$ cat src/rtl/wb_trace_buffer.sv
// Writeback trace buffer: captures qualifying register writes from the core's
// writeback stage as {reg_num, reg_data, seq} records in a FIFO and drains
// them over a valid/ready port. The core is never stalled: writes that arrive
// while the FIFO is full are dropped, counted and flagged.
module wb_trace_buffer #(
  parameter int DEPTH     = 16,
  parameter int FILTER_X0 = 1,
  parameter int CNT_W     = 16
) (
  input  logic                       clk,
  input  logic                       reset,
  input  logic                       wb_we,
  input  logic [4:0]                 wb_reg_num,
  input  logic [31:0]                wb_reg_data,
  output logic                       trc_valid,
  input  logic                       trc_ready,
  output logic [4:0]                 trc_reg_num,
  output logic [31:0]                trc_reg_data,
  output logic [CNT_W-1:0]           trc_seq,
  output logic [$clog2(DEPTH):0]     level,
  output logic                       overflow,
  output logic [CNT_W-1:0]           drop_cnt,
  input  logic                       clr
);

  localparam int AW = $clog2(DEPTH);
  localparam int LW = AW + 1;

  typedef struct packed {
    logic [4:0]       num;
    logic [31:0]      data;
    logic [CNT_W-1:0] seq;
  } rec_t;

  rec_t             mem_q [DEPTH];
  logic [AW-1:0]    wr_ptr_q, wr_ptr_d;
  logic [AW-1:0]    rd_ptr_q, rd_ptr_d;
  logic [LW-1:0]    count_q, count_d;
  logic [CNT_W-1:0] seq_q, seq_d;
  logic             overflow_q, overflow_d;
  logic [CNT_W-1:0] drop_cnt_q, drop_cnt_d;

  logic qualify;
  logic is_full;
  logic is_empty;
  logic do_pop;
  logic do_push;
  logic do_drop;
  rec_t head;

  // Event qualification and push/pop/drop decisions for this cycle.
  always_comb begin
    qualify  = wb_we && !((FILTER_X0 != 0) && (wb_reg_num == 5'd0));
    is_full  = (count_q == LW'(DEPTH));
    is_empty = (count_q == '0);
    do_pop   = !is_empty && trc_ready;
    // A pop in the same cycle frees the slot the new record needs.
    do_push  = qualify && (!is_full || do_pop);
    do_drop  = qualify && is_full && !do_pop;
  end

  // Next-state for pointers, occupancy, sequence number and loss bookkeeping.
  always_comb begin
    wr_ptr_d   = wr_ptr_q;
    rd_ptr_d   = rd_ptr_q;
    count_d    = count_q;
    seq_d      = seq_q;
    overflow_d = overflow_q;
    drop_cnt_d = drop_cnt_q;

    if (do_push) wr_ptr_d = wr_ptr_q + AW'(1);
    if (do_pop)  rd_ptr_d = rd_ptr_q + AW'(1);
    count_d = count_q + LW'(do_push) - LW'(do_pop);

    // Dropped events still consume a number so the sink can see the gap.
    if (qualify) seq_d = seq_q + CNT_W'(1);

    if (do_drop) begin
      overflow_d = 1'b1;
      if (drop_cnt_q != '1) drop_cnt_d = drop_cnt_q + CNT_W'(1);
    end
    // Clear has priority over a drop in the same cycle.
    if (clr) begin
      overflow_d = 1'b0;
      drop_cnt_d = '0;
    end
  end

  // Control state registers with asynchronous active-low reset.
  always_ff @(posedge clk or negedge reset) begin
    if (!reset) begin
      wr_ptr_q   <= '0;
      rd_ptr_q   <= '0;
      count_q    <= '0;
      seq_q      <= '0;
      overflow_q <= 1'b0;
      drop_cnt_q <= '0;
    end else begin
      wr_ptr_q   <= wr_ptr_d;
      rd_ptr_q   <= rd_ptr_d;
      count_q    <= count_d;
      seq_q      <= seq_d;
      overflow_q <= overflow_d;
      drop_cnt_q <= drop_cnt_d;
    end
  end

  // Record storage; contents are don't-care until written, so no reset.
  always_ff @(posedge clk) begin
    if (do_push) begin
      mem_q[wr_ptr_q] <= '{num: wb_reg_num, data: wb_reg_data, seq: seq_q};
    end
  end

  // Head record is read straight from storage so a push is visible right
  // after its edge; fields are forced to zero whenever nothing is valid.
  always_comb begin
    head         = mem_q[rd_ptr_q];
    trc_valid    = !is_empty;
    trc_reg_num  = trc_valid ? head.num  : '0;
    trc_reg_data = trc_valid ? head.data : '0;
    trc_seq      = trc_valid ? head.seq  : '0;
  end

  assign level    = count_q;
  assign overflow = overflow_q;
  assign drop_cnt = drop_cnt_q;

endmodule
$ cat config.mk
export PLATFORM = sky130hd
export DESIGN_NAME = wb_trace_buffer
export DESIGN_NICKNAME = d
export VERILOG_FILES = /design/src/rtl/wb_trace_buffer.sv
export SDC_FILE = /design/constraint.sdc
export NUM_CORES = 1
export LEC_CHECK = 0
export BUFFER_PORTS_ARGS = -buffer_cell sky130_fd_sc_hd__clkbuf_2
export CORE_MARGIN = 5
export CORE_UTILIZATION = 56
export DETAILED_ROUTE_END_ITERATION = 6
export PLACE_DENSITY = 0.72
export SYNTH_ARGS = -nofsm -noshare
export SYNTH_HDL_FRONTEND = slang
export SYNTH_SLANG_ARGS = --single-unit
$ cat constraint.sdc
create_clock -name clk -period 6.15 [get_ports clk]
set_clock_uncertainty 0.1 [all_clocks]
set_input_delay 1.23 -clock clk [delete_from_list [all_inputs] [get_ports clk]]
set_output_delay 1.23 -clock clk [all_outputs]
set_load 0.02 [all_outputs]
==> flow_summary.json <==
{
  "status": "finished, final reports clean",
  "grt_pass1_vias": 17100,
  "critPathLaunchType": "flip-flop",
  "syn_nets": 1593,
  "synth.distinct_cells": 39,
  "synth-seq-area-share_pct": 77.4,
  "die_y_um": 258,
  "hold_viol": 0,
  "clock-sinks": 894,
  "track_usage_pct": 21.3,
  "post-cts-setup-buffers": 0,
  "drc": 0,
  "drive_gt1_share_pct": 28.8,
  "first_pass_iters": 5,
  "cp.buffers_inverters": 3,
  "grt_pass1_wl_um": 107000,
  "r2r_slack_ps": 2650,
  "slowest_delay_ps": 630,
  "start_util_pct": 56.7,
  "synth-adder-area-share_pct": 0.532,
  "routed_wl_um": 69200,
  "fin_crit_ps": 4860,
  "fillCellCount": 3922,
  "ys_async_sr_fraction_pct": 5.15,
  "grtUsageMet3_pct": 4.54,
  "path_class": "reg2out",
  "synth_xor_area_share_pct": 0.790,
  "fin_util_pct": 64.4,
  "synth_top_family_by_area": "multiplexers",
  "worst_ep_arrival_time_ps": 3530,
  "syn-instance-count": 1537,
  "antenna_left": 0,
  "hp-class": "reg2reg",
  "grt.overflow.total": 0,
  "avgSynthCellArea_um2": 22.4,
  "ys_warn_count": 0,
  "clockBufferDepth": 3,
  "cts-htree-levels": 3,
  "slew_headroom_pct": 27.7,
  "holdPathStages": 1,
  "diodes": 0,
  "max_cap_violations": 0,
  "clk_latency_ps": 620,
  "top_usage_layer": "met2",
  "setup_viol": 0,
  "area_delta_synth_final_pct": 13.5,
  "clk_pin_slew_worst_paths_ps": 50,
  "crit_family": "simple AND/OR/NAND/NOR gates",
  "synth-simple-area-share_pct": 1.70,
  "crit_fanout": 29,
  "ys_ff_latch": 894,
  "r2r_cells": 8,
  "cts-hold-fix-buffers": 0,
  "antenna_found_initial": 0,
  "netlist.area_leader.share_pct": 74.1,
  "core_um2": 60600,
  "vias": 16000,
  "gp_congestion": 0.785,
  "syn_area_um2": 34400,
  "rsz0062_at_grt": "false",
  "crit_chain": "inv_1 -> ha_1 -> nor3b_1 -> or2b_1 -> nand2b_2 -> buf_4 -> o22ai_1 -> clkbuf_2",
  "grt_util_met1_pct": 30.3,
  "r2r-start": "level[2]",
  "io_pins": 118,
  "cts-buffers-inserted": 88,
  "die-area_um2": 66400,
  "power_density_nw_per_um2": 473,
  "seq_area_um2": 26600,
  "min_from": "rd_ptr_q[3]",
  "worst_hold_path.endpoint": "rd_ptr_q[3]",
  "grt_max_degree": 83,
  "fin_nets": 1756,
  "max_freq_ghz": 0.206,
  "crit_path_end_kind": "primary output",
  "dp.cells": 2392,
  "post-dp-hpwl_um": 36700,
  "maxSlewViolCount": 0,
  "ys.flop_type": "edfxtp_1",
  "rr_endpoint": "mem_q[12][3]",
  "synth_compound_area_share_pct": 1.37,
  "synth-edff-count": 848,
  "leakage_nw": 12.8,
  "setup_tns_ps": 0,
  "synth.area.top_cells": "edfxtp_1, mux4_2, dfrtp_1, mux2i_1, o22ai_1",
  "use_met2_pct": 34.3,
  "crit_slowest_cell": "nand2b_2",
  "ir_drop_v": 0.000343,
  "drt-initial-drc-count": 1447,
  "worstMarginPinSlew_ps": 1080,
  "cts_resized": 0,
  "period_share_pct": 79.0,
  "multiInputGateArea_um2": 7510,
  "required_ps": 4820,
  "viasPerCell": 6.27,
  "rows": 90,
  "final_cells": 2553,
  "root_buffer": "clkbuf_16",
  "wl_per_cell_um": 27.1,
  "cts_tree": "yes",
  "p_total_w": 0.0184,
  "synth_top_cell_by_area": "edfxtp_1",
  "synth_mux_area_share_pct": 17.0,
  "fp.dieW_um": 258,
  "port_buffers": 117
}
-- synthesized netlist by cell type, types with 3 or more instances --
master	count
nand3_1	11
xnor2_1	24
nand2_1	22
or3_1	3
and4_1	4
or4_1	7
ha_1	13
o22ai_1	53
edfxtp_1	848
buf_1	13
a21oi_1	11
mux4_2	212
o31ai_1	6
nor4_1	5
nor2_1	25
dfrtp_1	46
and2_1	4
nand4_1	8
buf_2	20
nor3_1	6
and3_1	4
inv_1	11
mux2i_1	107
o21ai_0	4
xor2_1	7
clkbuf_1	46
nand2b_1	3
-- final cells by class --
cell class	instances	share of cell area (%)
clock buffer	116	6.16
clock inverter	45	1.12
inverter	11	0.106
multi-input combinational	551	19.2
sequential	894	68.3
tap	782	2.51
timing repair buffer	154	2.57
-- state kept, by name, summed over array words and instances, names as in the netlist --
signal    cells
mem_q       848
level         5
seq_q        16
drop_cnt     16
rd_ptr_q      4
wr_ptr_q      4
overflow      1
-- how the worst max path moves through the flow --
stage / startpoint / to / slack, ps / cells past startpoint
finish: level[2] / trc_seq[13] / 1290 / 8
global route: level[3] / trc_seq[13] / 1130 / 8
CTS: level[2] / trc_seq[13] / 1250 / 8
detailed placement: wb_reg_num[2] / mem_q[12][0] / 1720 / 7
global placement: wb_reg_num[2] / mem_q[15][52] / 1820 / 7
floorplan: wb_reg_num[2] / mem_q[7][0] / 1280 / 6
-- layer usage --
metal	routed length, um	share of wire (%)	vias to the layer above
met3	5210	7.5	93
met2	34300	49	600
li1	-	-	6800
met1	28300	41	8515
met4	1460	2.1	0
met5	0	0	-
-- logic make-up after synthesis --
| group | count (synthesis) |
|---|---|
| buffers and inverters | 92 |
| adders and majority gates | 14 |
| muxes | 320 |
| and+or+nand+nor | 109 |
| DFF | 894 |
| AOI/OAI and AO/OA | 77 |
| xor gates and xnor gates | 31 |
-- where the power goes --
part	leakage [nW]	switching, W	internal, W
combinational	3.20	0.00298	0.00228
sequential	8.21	0.000527	0.00742
clock	1.37	0.00216	0.00308
total	12.8	0.00566	0.0128
-- cells in the final DEF, fill, tap and decap left out, types with 5 or more instances in the layout --
master and instances:
dfrtp_1 43, mux2i_1 107, mux4_2 212, buf_12 11
o22ai_1 53, xnor2_1 24, nand2_1 21, bufinv_16 8
a21oi_1 11, edfxtp_1 848, inv_1 11, xor2_1 7
clkinv_2 9, or4_1 7, clkbuf_16 92, buf_4 26
clkbuf_1 23, nor2_1 13, clkinv_1 19, nand3_1 11
nor2_4 12, o31ai_1 6, clkbuf_2 117, nand4_1 8
nor4_1 5, ha_1 13
-- through the flow --
stage	hold WS (ps)	setup WS, ps	instance area, um2
5_1_grt	438	1130	39000
3_5_place_dp	411	1720	36200
2_1_floorplan	358	1280	34400
3_3_place_gp	385	1820	36200
4_1_cts	423	1250	39000
6_report	419	1290	39000
Power figures use the tool's default switching activity.
